<file path="src/rtl/sound_pkg.sv">
// Shared types and default timing constants for the sound event queue.
package sound_pkg;

  typedef enum logic [0:0] {
    SEV_EAT     = 1'b0,
    SEV_SUCCESS = 1'b1
  } sound_ev_t;

  localparam int SEV_DEPTH_DEF     = 4;
  localparam int SEV_HOLD_LONG_DEF = 12;
  localparam int SEV_HOLD_TICK_DEF = 4;

  function automatic int sev_max(input int a, input int b);
    return (a > b) ? a : b;
  endfunction

endpackage

</file>
<file path="src/rtl/sound_ev_fifo.sv">
// Synchronous FIFO of queued sound events with flush and head/tail peek.
module sound_ev_fifo
  import sound_pkg::*;
#(
  parameter int  DEPTH = SEV_DEPTH_DEF,
  localparam int PW    = $clog2(DEPTH),
  localparam int CW    = $clog2(DEPTH + 1)
) (
  input  logic          clk,
  input  logic          rst,
  input  logic          push,
  input  sound_ev_t     push_code,
  input  logic          pop,
  input  logic          flush,
  output logic          full,
  output logic          empty,
  output logic [CW-1:0] count,
  output sound_ev_t     head,
  output sound_ev_t     tail
);

  sound_ev_t     mem [DEPTH];
  logic [PW-1:0] wr_ptr;
  logic [PW-1:0] rd_ptr;
  logic          do_push;
  logic          do_pop;

  // A full FIFO still accepts a push when the head leaves in the same cycle.
  assign do_pop  = pop & ~empty & ~flush;
  assign do_push = push & (~full | do_pop) & ~flush;
  assign full    = (count == CW'(DEPTH));
  assign empty   = (count == '0);
  assign head    = mem[rd_ptr];
  assign tail    = mem[wr_ptr - PW'(1)];

  always_ff @(posedge clk) begin
    if (rst || flush) begin
      wr_ptr <= '0;
      rd_ptr <= '0;
      count  <= '0;
    end else begin
      if (do_push) wr_ptr <= wr_ptr + PW'(1);
      if (do_pop)  rd_ptr <= rd_ptr + PW'(1);
      case ({do_push, do_pop})
        2'b10:   count <= count + CW'(1);
        2'b01:   count <= count - CW'(1);
        default: ;
      endcase
    end
  end

  always_ff @(posedge clk) begin
    if (do_push) mem[wr_ptr] <= push_code;
  end

endmodule

</file>
<file path="src/rtl/sound_event_queue.sv">
// Turns raw game event levels into paced one-cycle sound pulses.
// Optional SOUND_EVQ_COALESCE_EN: drop a success/eat equal to the queue tail.
module sound_event_queue
  import sound_pkg::*;
#(
  parameter int  DEPTH     = SEV_DEPTH_DEF,
  parameter int  HOLD_LONG = SEV_HOLD_LONG_DEF,
  parameter int  HOLD_TICK = SEV_HOLD_TICK_DEF,
  localparam int CW        = $clog2(DEPTH + 1)
) (
  input  logic          clk,
  input  logic          rst,
  input  logic          vsync,
  input  logic          req_failure,
  input  logic          req_success,
  input  logic          req_eat,
  input  logic          req_tick,
  output logic          failure,
  output logic          success,
  output logic          eat,
  output logic          tick,
  output logic [CW-1:0] queue_count,
  output logic          overflow
);

  localparam int HOLD_MAX = sev_max(HOLD_LONG, HOLD_TICK);
  localparam int HW       = $clog2(HOLD_MAX + 1);

  logic          req_failure_p0;
  logic          req_success_p0;
  logic          req_eat_p0;
  logic          req_tick_p0;
  logic          vsync_p0;
  logic [HW-1:0] hold;

  logic          fail_e;
  logic          succ_e;
  logic          eat_e;
  logic          tick_e;
  logic          vs_e;
  logic          hold_zero;

  logic          fifo_full;
  logic          fifo_empty;
  sound_ev_t     fifo_head;
  sound_ev_t     fifo_tail;

  logic          pop;
  logic          push;
  logic          push_drop;
  logic          tick_ok;
  logic          coalesce;
  sound_ev_t     push_code;

  assign fail_e    = req_failure & ~req_failure_p0;
  assign succ_e    = req_success & ~req_success_p0;
  assign eat_e     = req_eat & ~req_eat_p0;
  assign tick_e    = req_tick & ~req_tick_p0;
  assign vs_e      = vsync & ~vsync_p0;
  assign hold_zero = (hold == '0);

`ifndef SOUND_EVQ_COALESCE_EN
  logic tail_unused;
  assign tail_unused = ^fifo_tail;
`endif

  // Arbitration: failure overrides everything, then pop, then tick.
  always_comb begin
    push_code = succ_e ? SEV_SUCCESS : SEV_EAT;
    pop       = vs_e & hold_zero & ~fifo_empty & ~fail_e;
`ifdef SOUND_EVQ_COALESCE_EN
    coalesce  = ~fifo_empty & (fifo_tail == push_code);
`else
    coalesce  = 1'b0;
`endif
    push      = ~fail_e & (succ_e | eat_e) & ~coalesce;
    push_drop = push & fifo_full & ~pop;
    tick_ok   = tick_e & hold_zero & fifo_empty & ~pop & ~fail_e & ~succ_e & ~eat_e;
  end

  sound_ev_fifo #(
    .DEPTH (DEPTH)
  ) u_fifo (
    .clk       (clk),
    .rst       (rst),
    .push      (push),
    .push_code (push_code),
    .pop       (pop),
    .flush     (fail_e),
    .full      (fifo_full),
    .empty     (fifo_empty),
    .count     (queue_count),
    .head      (fifo_head),
    .tail      (fifo_tail)
  );

  // Registered outputs and hold counter; reset re-arms edge detectors on current levels.
  always_ff @(posedge clk) begin
    if (rst) begin
      req_failure_p0 <= req_failure;
      req_success_p0 <= req_success;
      req_eat_p0     <= req_eat;
      req_tick_p0    <= req_tick;
      vsync_p0       <= vsync;
      failure        <= 1'b0;
      success        <= 1'b0;
      eat            <= 1'b0;
      tick           <= 1'b0;
      overflow       <= 1'b0;
      hold           <= '0;
    end else begin
      req_failure_p0 <= req_failure;
      req_success_p0 <= req_success;
      req_eat_p0     <= req_eat;
      req_tick_p0    <= req_tick;
      vsync_p0       <= vsync;
      failure        <= fail_e;
      success        <= pop & (fifo_head == SEV_SUCCESS);
      eat            <= pop & (fifo_head == SEV_EAT);
      tick           <= tick_ok;
      if (push_drop) overflow <= 1'b1;
      if (fail_e || pop)           hold <= HW'(HOLD_LONG);
      else if (tick_ok)            hold <= HW'(HOLD_TICK);
      else if (vs_e && !hold_zero) hold <= hold - HW'(1);
    end
  end

endmodule

</file>
<file path="config.mk">
export PLATFORM = sky130hd
export DESIGN_NAME = sound_event_queue
export DESIGN_NICKNAME = d
export VERILOG_FILES = /design/src/rtl/sound_pkg.sv /design/src/rtl/sound_ev_fifo.sv /design/src/rtl/sound_event_queue.sv
export SDC_FILE = /design/constraint.sdc
export NUM_CORES = 1
export LEC_CHECK = 0
export CORE_UTILIZATION = 25
export CTS_BUF_LIST = sky130_fd_sc_hd__clkbuf_16
export CTS_CLUSTER_SIZE = 24
export DETAILED_ROUTE_END_ITERATION = 6
export PLACE_DENSITY = 0.54
export SKIP_CTS_REPAIR_TIMING = 1
export SKIP_LAST_GASP = 1
export SLEW_MARGIN = 20
export SYNTH_ARGS = -nofsm -noshare
export SYNTH_HDL_FRONTEND = slang
export SYNTH_SLANG_ARGS = --single-unit
export TNS_END_PERCENT = 20
</file>
<file path="constraint.sdc">
create_clock -name clk -period 2.37 [get_ports clk]
set_input_delay 0.474 -clock clk [delete_from_list [all_inputs] [get_ports clk]]
set_output_delay 0.474 -clock clk [all_outputs]
set_load 0.05 [all_outputs]
</file>
==> results of run 1 <==
==> report_power, final <==
part	internal (mW)	total [mW]	switching, mW
Clock	0.225	0.369	0.144
Combinational	0.0884	0.180	0.0917
Sequential	0.485	0.504	0.0191
==> area by class of cell <==
cell class / count / share of cell area
Clock buffer: 3 / 0.0449
Clock inverter: 1 / 0.00225
Inverter: 5 / 0.0112
Multi-Input combinational cell: 78 / 0.391
Sequential cell: 27 / 0.350
Tap cell: 52 / 0.0389
Timing Repair Buffer: 30 / 0.162
==> logic make-up (layout without fill, tap and decap cells) <==
family                     count (synthesis)  count (layout)  share of synthesized area
AOI/OAI and AO/OA                         19              19                      0.106
xor gates and xnor gates                   4               4                     0.0297
adders and majority gates                  8               8                     0.0912
buffers and inverters                      6              39                     0.0191
DFF                                       27              27                      0.492
muxes                                      3               3                     0.0361
and+or+nand+nor                           44              44                      0.226
==> worst max-delay path, cell delays in order, from the launching register on <==
cell      delay [ps]
dfxtp_2          330
inv_2             80
ha_4             130
nor3b_4          230
a21boi_2         100
nor2_1           100
inv_1             80
ha_4             170
fa_2             370
xnor2_2          150
or3_4            390
a21oi_2          110
==> metal layers <==
metal / up-vias / global-route usage
met5: - / 0
met4: 0 / 0.0400
met3: 2 / 0.0228
met2: 12 / 0.166
met1: 421 / 0.143
li1: 459 / -
==> flip-flops by register name, indices dropped and copies added (netlist names), 2 cells and up, named ones only <==
| name | flops |
|---|---|
| u_fifo.count | 3 |
| hold | 4 |
| u_fifo.rd_ptr | 2 |
| u_fifo.wr_ptr | 2 |
| u_fifo.mem | 4 |
==> how the worst min path moves through the flow <==
| stage | from | endpoint | slack (ps) |
|---|---|---|---|
| finish | req_success | req_success_p0 | 360 |
| global placement | overflow | overflow | 490 |
| CTS | overflow | overflow | 510 |
| global route | req_success | req_success_p0 | 370 |
| detailed placement | overflow | overflow | 490 |
| floorplan | hold[1] | hold[1] | 470 |
==> stage by stage <==
step	instances	utilization	worst slack [ps]
after global routing	196	0.376	-35.9
after global placement	190	0.335	-262
after detailed placement	190	0.335	-302
after CTS	194	0.353	-31.7
after floorplan	111	-	62.4
final	196	0.376	73.3
==> cells in the final DEF (no fill, tap or decap), types with 2 or more instances in the layout <==
cell,n
buf_4,16
nor3b_1,2
o21ai_1,4
a31oi_1,4
clkdlybuf4s50_1,10
ha_1,5
clkbuf_16,3
inv_2,2
inv_1,4
and3_1,4
dlymetal6s2s_1,4
a31o_1,2
dfxtp_2,4
ha_4,2
nand3_2,2
nor3_1,4
nand2b_1,3
dfxtp_1,19
nand3_1,2
nor2_1,12
a21oi_1,4
nand2_1,2
xor2_1,3
mux2i_1,2
edfxtp_1,4
nor2b_4,3
==> metrics.txt, run 1 <==
worst endpoint required time=2560 ps; setup skew after layout=3.55 ps; routed length on met2=1160 um; Mapped Avg Cell Area=~11 um2; Die Footprint=5000 um2; synthesized netlist cell count=111; Async SR Flop Fraction=0; final number of max-transition violations=0; height of the die=about 71 um; final std cell area, no fill=1670 um2; most common cell in the netlist=dfxtp_1; Slew Limit Headroom=0.666; ratio of total power to cell area=630 nW/um2; synthesized area=1180 um2; post-placement cell area=1490 um2; final-layout worst hold slack=356 ps; ratio of cells with drive above 1 in the final layout=0.313; wire length of the first global-routing pass=4200 um; maximum ir drop on the vdd rail=0.000377 V; launch point of the worst path=hold[1]; sum of overflow across all layers after global routing=0; number of antenna violations at the first check in global routing=0; num ports=15; routed wirelength normalized by instance count=12.2 um; endpoint of the worst-slack reg-to-reg timing path=u_fifo.count[2]; area fraction of the dominant cell type after synthesis=0.390; number of buffers inserted during clock tree synthesis=3; reg-to-reg startpoint=hold[1]; starting density of the core=0.265; Filler Cell Count=447; via count=894; vias in the first global route=913; GRT Util Overall=0.106; Total Power Consumption=1.05 mW; met3 routed wirelength=69 um; number of detailed-route iterations in the first pass=6; number of clock sinks seen by CTS=27; timing endpoint of the critical path=u_fifo.count[2]; ant diodes=0; area overhead of the layout relative to synthesis=41.7%; Placeable Area=4440 um2; 1st-iter DRT viols=37; status=finished, violations left; buffer type at the clock tree root=clkbuf_16; Top Metal Used=met4; main area contributors after synthesis=dfxtp_1 (39%), edfxtp_1 (10%), ha_1 (7.4%), nor2_1 (4.1%), xor2_1 (2.2%); unrepaired setup endpoints after global routing=true; Reg2Reg Depth=11; Metal-1 WL=1140 um; Static Leakage=~0.69 nW; final count of hold timing violations=0; total number of yosys warnings=0; clock slew at reported path FFs=60 ps; final number of setup-violating endpoints=0; prevailing post-synth register cell=dfxtp_1; total negative slack for setup checks=0 ps; violations in the final reports=design-rule violations; data arrival time of the worst path=roughly 2500 ps; DP HPWL=around 1800 um; sequential element share of the synthesized area=0.492; footprint of the flip-flops and latches=586 um2; Final GP Congestion=0.827; final net count=160; worst-case register-to-register setup slack=70 ps; sum of routed wire length over all layers=2390 um; x dimension of the die=70.7 um; Max Buffers Root-to-Sink=2; worst slew pin tran=499 ps; final cycle utilization of the critical path=0.969; worst setup path category=flop to flop; ANT nets after route=0; total area of multi-input combinational cells=653 um2; highest clock frequency the design can meet=roughly 440 MHz; number of library cell types mapped by synthesis=34; depth of the CTS H-tree=1; post-detailed-route via-to-cell ratio=4.56; number of cells on the worst hold path=1; Max Fanout on Critical Path=3; residual DRC count=2; top cell type by total area after synthesis=dfxtp_1; clock latency on the worst-skew pair=250 ps; Hold Crit Class=input port to flop; standard-cell rows=24; Critical Path Sink Type=flop; Port-buffer cells=14; max-capacitance violation count=0; CTS tree=yes; maximum number of pins on one net before global-route repair=15; crit path time final=roughly 2300 ps; kind of launch point of the worst setup path=flop; EDFF count, synth=4; most used standard cells in the synthesized netlist=dfxtp_1 (23), nor2_1 (13), ha_1 (7), a21oi_1 (5), inv_1 (5); Post-Synthesis Net Count=126; register bit total from synthesis=27
No activity file was read; power rests on OpenSTA's default activity.
==> run 2: changes to the inputs <==
--- a/config.mk
+++ b/config.mk
@@ -11,9 +11,9 @@
 export DETAILED_ROUTE_END_ITERATION = 6
 export PLACE_DENSITY = 0.54
 export SKIP_CTS_REPAIR_TIMING = 1
-export SKIP_LAST_GASP = 1
 export SLEW_MARGIN = 20
 export SYNTH_ARGS = -nofsm -noshare
 export SYNTH_HDL_FRONTEND = slang
+export SYNTH_HIERARCHICAL = 1
 export SYNTH_SLANG_ARGS = --single-unit
 export TNS_END_PERCENT = 20
==> run 2 against run 1 <==
The run ends with design-rule violations, negative setup slack left. Sequential share of layout area decreased by 0.28 points. Global-route usage increased by 0.069 points. Clock power increased by 5.7%. Wire length increased by 2.7%. Clock skew decreased by 1.2 ps. Final area increased by 2.3%. First-iteration DRC count decreased by 19%. Synthesized area increased by 1.7%. Critical endpoint is now u_fifo/count[2]. Largest power group unchanged.
==> metrics.txt, run 2 <==
number of antenna violations at the first check in global routing=0 (unchanged); final number of setup-violating endpoints=2 (was 0); Static Leakage=0.684 nW (was 0.685 nW); final number of max-transition violations=0 (unchanged); x dimension of the die=71.3 um (was 70.7 um); max-capacitance violation count=0 (unchanged); number of clock sinks seen by CTS=27 (unchanged); ratio of cells with drive above 1 in the final layout=0.344 (was 0.313); maximum ir drop on the vdd rail=0.000336 V (was 0.000377 V); sum of overflow across all layers after global routing=0 (unchanged); residual DRC count=1 (was 2); Port-buffer cells=14 (unchanged); area overhead of the layout relative to synthesis=42.5% (was 41.7%); DP HPWL=1940 um (was 1790 um); ordered list of cells on the worst path=inv_1 > ha_2 > nor3b_4 > nand2_2 > nor2_2 > or4b_4 > and2_4 > inv_1 > ha_2 > inv_1 > fa_2 > xor2_1 > or3_1 > a21oi_2 (was inv_2 > ha_4 > nor3b_4 > a21boi_2 > nor2_1 > inv_1 > ha_4 > fa_2 > xnor2_2 > or3_4 > a21oi_2); worst-case register-to-register setup slack=-410 ps (was 70 ps); buffer type at the clock tree root=clkbuf_16 (unchanged); unrepaired setup endpoints after global routing=true (unchanged); clock slew at reported path FFs=70 ps (was 60 ps); clock latency on the worst-skew pair=260 ps (was 250 ps); highest clock frequency the design can meet=360 MHz (was 435 MHz); reg-to-reg startpoint=hold[0] (was hold[1]); routed wirelength normalized by instance count=11.9 um (was 12.2 um); setup skew after layout=2.33 ps (was 3.55 ps); ant diodes=0 (unchanged); Die Footprint=5080 um2 (was 5000 um2); 1st-iter DRT viols=30 (was 37); synthesized netlist cell count=117 (was 111); height of the die=71.3 um (was 70.7 um); Slew Limit Headroom=0.655 (was 0.666); kind of launch point of the worst setup path=flop (unchanged); total number of yosys warnings=6 (was 0); Placeable Area=4470 um2 (was 4440 um2); post-layout util=0.382 (was 0.376); GRT Util Overall=0.106 (about the same); worst endpoint required time=2560 ps (about the same); via count=952 (was 894); num ports=15 (unchanged); number of buffers inserted during clock tree synthesis=3 (unchanged); Hold Crit Class=input port to flop (unchanged); Reg2Reg Depth=14 (was 11); cell mode on critical path=inv_1 (was ha_4); CTS tree=yes (unchanged); final net count=170 (was 160); wire length of the first global-routing pass=4240 um (was 4200 um); setup ws final=-408 ps (was 73.3 ps); final cycle utilization of the critical path=1.17 (was 0.969); Critical Path Slowest Stage Cell=or4b_4 (was or3_4); largest stage delay on the critical path=480 ps (was 390 ps); total negative slack for setup checks=-630 ps (was 0 ps); violations in the final reports=design-rule violations, negative setup slack (was design-rule violations); top library cells by usage in the layout, fill and taps aside=buf_4 (23), dfxtp_1 (18), clkdlybuf4s50_1 (12), nor2_1 (10), inv_1 (9) (was dfxtp_1 (19), buf_4 (16), nor2_1 (12), clkdlybuf4s50_1 (10), ha_1 (5)); synthesized area=1200 um2 (was 1180 um2); Post-Synthesis Net Count=132 (was 126); Max Fanout on Critical Path=2 (was 3); worst slew pin tran=516 ps (was 499 ps); Max Buffers Root-to-Sink=2 (unchanged); ratio of total power to cell area=605 nW/um2 (was 630 nW/um2); most frequent standard cell in the layout excluding fill and tap cells=buf_4 (was dfxtp_1); crit path time final=2780 ps (was 2300 ps); standard-cell rows=24 (unchanged); Place WS=-809 ps (was -302 ps); largest registers=hold (4), u_fifo/mem (4), u_fifo/count (3) (was hold (4), u_fifo.mem (4), u_fifo.count (3)); data arrival time of the worst path=2970 ps (was 2490 ps); starting density of the core=0.268 (was 0.265); HP Start=req_failure (was req_success); final count of hold timing violations=0 (unchanged); post-detailed-route via-to-cell ratio=4.62 (was 4.56); ANT nets after route=0 (unchanged); Mapped Avg Cell Area=10.3 um2 (was 10.6 um2); Final GP Congestion=0.792 (was 0.827); Hold Path Sink=req_failure_p0 (was req_success_p0); number of detailed-route iterations in the first pass=6 (unchanged); worst setup path category=flop to flop (unchanged); endpoint of the worst-slack reg-to-reg timing path=u_fifo/count[2] (was u_fifo.count[2]); maximum number of pins on one net before global-route repair=17 (was 15); sum of routed wire length over all layers=2460 um (was 2390 um); Critical Path Sink Type=flop (unchanged); status=finished, violations left (unchanged); vias in the first global route=937 (was 913); number of cells on the worst hold path=1 (unchanged); depth of the CTS H-tree=1 (unchanged)
## run 2: changes by cell type in the layout (fill, tap and decap cells not counted), moves of 3 or more
cell,previous run,this run
buf_4,16,23
inv_1,4,9
and3_2,0,4
o21ai_1,4,0
a21oi_1,4,7
and3_1,4,1
dfxtp_4,0,3
## run 2: report_power, final
group / switching (mW) / internal (mW)
combinational: 0.0757 / 0.0795
clock: 0.160 / 0.229
sequential: 0.0106 / 0.479
## run 2: layout make-up
class	instances	area, um2
clock buffers	3	75.1
clock inverters	1	7.51
fillers	441	2760
inverters	9	33.8
multi-input cells	77	617
flip-flops and latches	27	594
well taps	52	65.1
repair buffers	37	318
## run 2: worst max-delay path: cells and delay by family (launching register included)
| kind | cells | cell delay (ps) |
|---|---|---|
| simple gates | 6 | 1240 |
| compound gates | 1 | 120 |
| flops | 1 | 330 |
| fa+ha+maj | 3 | 700 |
| buf+inv | 3 | 150 |
| xor+xnor | 1 | 160 |
## run 2: how the worst max path moves through the flow
stage          slack [ps]         endpoint  cells after the start       startpoint
6_report             -410  u_fifo/count[2]                     14          hold[0]
5_1_grt              -510  u_fifo/count[2]                     14          hold[0]
4_1_cts              -540  u_fifo/count[2]                     12      req_failure
3_5_place_dp         -810  u_fifo/count[2]                     12      req_failure
3_3_place_gp         -740  u_fifo/count[2]                     12      req_failure
2_1_floorplan        -470  u_fifo/count[2]                     14  u_fifo/count[0]
## run 2: metal layers
layer	up-vias	GRT usage	routed length [um]
li1	478	-	-
met1	448	0.121	1090
met2	26	0.193	1230
met3	0	0.0380	137
met4	0	0.0200	0
met5	-	0	0
## run 2: metrics by stage
stage	instance area [um2]	cells	hold slack, ps	power, mW
finish	1710	206	351	1.03
CTS	1680	206	480	1.05
detailed placement	1600	202	464	0.654
global route	1710	206	359	1.08
global placement	1600	202	469	0.650
floorplan	1240	117	459	0.585
==> run 3: changes to the inputs <==
--- a/config.mk
+++ b/config.mk
@@ -5,11 +5,11 @@
 export SDC_FILE = /design/constraint.sdc
 export NUM_CORES = 1
 export LEC_CHECK = 0
-export CORE_UTILIZATION = 25
+export CORE_UTILIZATION = 45
 export CTS_BUF_LIST = sky130_fd_sc_hd__clkbuf_16
 export CTS_CLUSTER_SIZE = 24
 export DETAILED_ROUTE_END_ITERATION = 6
-export PLACE_DENSITY = 0.54
+export PLACE_DENSITY = 0.79
 export SKIP_CTS_REPAIR_TIMING = 1
 export SLEW_MARGIN = 20
 export SYNTH_ARGS = -nofsm -noshare
==> run 3 against run 2 <==
The flow finishes with violations (negative setup slack). Worst setup slack worse by 64 ps. Non-clock buffer count increased by 2. Register-to-register slack worse by 60 ps. Global-route usage up 10 points. Total power about the same. Combinational power is 5% higher. Hold slack improved by 3.9 ps.
==> metrics.txt, run 3 (synthesis results as in run 2) <==
maximum ir drop on the vdd rail=0.000435 V (was 0.000336 V); Max Buffers Root-to-Sink=2 (unchanged); ordered list of cells on the worst path=inv_2 > ha_2 > nor3b_4 > nand2_2 > nor2_2 > or4b_4 > and2_4 > inv_4 > ha_4 > inv_2 > fa_2 > xor2_2 > or3_4 > a21oi_2 (was inv_1 > ha_2 > nor3b_4 > nand2_2 > nor2_2 > or4b_4 > and2_4 > inv_1 > ha_2 > inv_1 > fa_2 > xor2_1 > or3_1 > a21oi_2); starting density of the core=0.480 (was 0.268); worst endpoint required time=2560 ps (about the same); Critical Path Sink Type=flop (unchanged); routed wirelength normalized by instance count=14.0 um (was 11.9 um); final net count=172 (was 170); highest clock frequency the design can meet=352 MHz (was 360 MHz); Reg2Reg Depth=14 (unchanged); Die Footprint=2880 um2 (was 5080 um2); final std cell area, no fill=1720 um2 (was 1710 um2); num ports=15 (unchanged); residual DRC count=0 (was 1); status=finished, violations left (unchanged); Static Leakage=0.703 nW (was 0.684 nW); cell family with the largest share of critical-path delay=simple AND/OR/NAND/NOR gates (unchanged); endpoint of the worst-slack reg-to-reg timing path=u_fifo/count[2] (unchanged); top library cells by usage in the layout, fill and taps aside=buf_4 (25), dfxtp_1 (18), clkdlybuf4s50_1 (12), nor2_1 (10), a21oi_1 (7) (was buf_4 (23), dfxtp_1 (18), clkdlybuf4s50_1 (12), nor2_1 (10), inv_1 (9)); final number of max-transition violations=0 (unchanged); sum of routed wire length over all layers=2610 um (was 2460 um); Switching Share=0.239 (was 0.238); footprint of the flip-flops and latches=594 um2 (unchanged); number of stages on the worst setup path=14 (unchanged); unrepaired setup endpoints after global routing=true (unchanged); Int Pwr=0.788 mW (about the same); number of buffers inserted during clock tree synthesis=3 (unchanged); kind of launch point of the worst setup path=flop (unchanged); height of the die=53.6 um (was 71.3 um); violations in the final reports=negative setup slack (was design-rule violations, negative setup slack); total buffers and inverters traversed by the critical path=3 (unchanged); area overhead of the layout relative to synthesis=43.3% (was 42.5%); standard-cell rows=18 (was 24); final cycle utilization of the critical path=1.20 (was 1.17); Total Power Consumption=1.04 mW (was 1.03 mW); largest stage delay on the critical path=480 ps (about the same); worst slew pin tran=496 ps (was 516 ps); 1st-iter DRT viols=13 (was 30); final count of hold timing violations=0 (unchanged); Placeable Area=2500 um2 (was 4470 um2); post-detailed-route via-to-cell ratio=5.36 (was 4.62); number of cells on the worst hold path=1 (unchanged); Filler Cell Count=186 (was 441); Hold Crit Class=input port to flop (unchanged); setup ws final=-472 ps (was -408 ps); vias in the first global route=959 (was 937); worst setup path category=flop to flop (unchanged); cell mode on critical path=inv_2 (was inv_1); Clk pwr share=0.369 (was 0.377); placed insts=180 (was 202); crit path time final=2840 ps (was 2780 ps); x dimension of the die=53.6 um (was 71.3 um); GRT Util Overall=0.211 (was 0.106); sum of overflow across all layers after global routing=0 (unchanged); CTS tree=yes (unchanged); clock slew at reported path FFs=70 ps (about the same); ratio of cells with drive above 1 in the final layout=0.385 (was 0.344); part of the power in combinational logic=0.157 (was 0.150); wire length of the first global-routing pass=4160 um (was 4240 um); clock latency on the worst-skew pair=260 ps (about the same); max-capacitance violation count=0 (unchanged); largest registers=hold (4), u_fifo/mem (4), u_fifo/count (3) (unchanged); Slew Limit Headroom=0.668 (was 0.655); number of detailed-route iterations in the first pass=4 (was 6); data arrival time of the worst path=3030 ps (was 2970 ps); ratio of total power to cell area=602 nW/um2 (was 605 nW/um2); worst-case register-to-register setup slack=-470 ps (was -410 ps); Critical Path Slowest Stage Cell=or4b_4 (unchanged); Final GP Congestion=0.775 (was 0.792); total area of multi-input combinational cells=639 um2 (was 617 um2); DP HPWL=1820 um (was 1940 um); timing endpoint of the critical path=u_fifo/count[2] (unchanged); depth of the CTS H-tree=1 (unchanged); sequential share of power=0.474 (was 0.473); setup skew after layout=6.22 ps (was 2.33 ps); ant diodes=0 (unchanged); reg-to-reg startpoint=hold[1] (was hold[0]); count of placed standard cells in the final layout, fillers left out=186 (was 206); most frequent standard cell in the layout excluding fill and tap cells=buf_4 (unchanged); buffer type at the clock tree root=clkbuf_16 (unchanged); post-placement cell area=1570 um2 (was 1600 um2); launch point of the worst path=hold[1] (was hold[0]); number of antenna violations at the first check in global routing=0 (unchanged); number of clock sinks seen by CTS=27 (unchanged); Max Fanout on Critical Path=2 (unchanged); ANT nets after route=0 (unchanged); switching power of the nets=0.247 mW (about the same); final number of setup-violating endpoints=2 (unchanged); via count=997 (was 952); maximum number of pins on one net before global-route repair=15 (was 17); Port-buffer cells=14 (unchanged)
run 3: cell count changes in the layout (fill, tap and decap cells not counted):
cell        change
ha_4            +1
buf_4           +2
inv_2           +3
or3_1           -1
clkinvlp_4      -1
ha_2            -1
inv_4           +1
xor2_2          +1
or3_4           +1
xor2_1          -1
inv_1           -3
run 3: final cells by class:
class,instances,share of cell area
multi-input cells,77,0.372
inverters,9,0.0211
well taps,30,0.0218
flip-flops and latches,27,0.346
clock buffers,3,0.0437
repair buffers,39,0.194
clock inverters,1,0.00218
run 3: per-layer routing:
layer | vias to the layer above | wire [um] | share of wire | global-route usage
li1 | 485 | - | - | -
met1 | 472 | 1100 | 0.42 | 0.231
met2 | 31 | 1330 | 0.51 | 0.375
met3 | 9 | 102 | 0.039 | 0.0424
met4 | 0 | 80 | 0.031 | 0.118
met5 | - | 0 | 0 | 0
run 3: power groups by stage:
stage / sequential (mW) / clock, mW / combinational (mW)
2_1_floorplan: 0.511 / 0 / 0.0740
3_3_place_gp: 0.498 / 0 / 0.147
3_5_place_dp: 0.499 / 0 / 0.152
4_1_cts: 0.489 / 0.378 / 0.154
5_1_grt: 0.492 / 0.399 / 0.176
6_report: 0.490 / 0.382 / 0.162
run 3: worst min-delay path by stage:
stage                          start             end  slack [ps]
finish                   req_failure  req_failure_p0         350
global route             req_failure  req_failure_p0         350
CTS                         overflow        overflow         500
detailed placement          overflow        overflow         490
global placement            overflow        overflow         470
floorplan           u_fifo/rd_ptr[1]            flop         460
run 3: per-stage QoR:
stage	setup WS, ps	utilization	hold WS [ps]	TNS (ps)
after floorplan	-465	-	459	-788
after global placement	-716	0.629	467	-1560
after detailed placement	-878	0.629	486	-1850
after CTS	-653	0.660	501	-1160
after global routing	-556	0.688	355	-784
final	-472	0.688	355	-615
run 3: worst reg2reg max path: cells and delay by family (launching register included):
| family | cells | cell delay [ps] |
|---|---|---|
| XOR/XNOR | 1 | 190 |
| AND/OR/NAND/NOR | 6 | 1290 |
| buffers and inverters | 3 | 130 |
| AO/OA/AOI/OAI | 1 | 140 |
| flip-flops | 1 | 330 |
| adder cells (fa/ha/maj) | 3 | 690 |
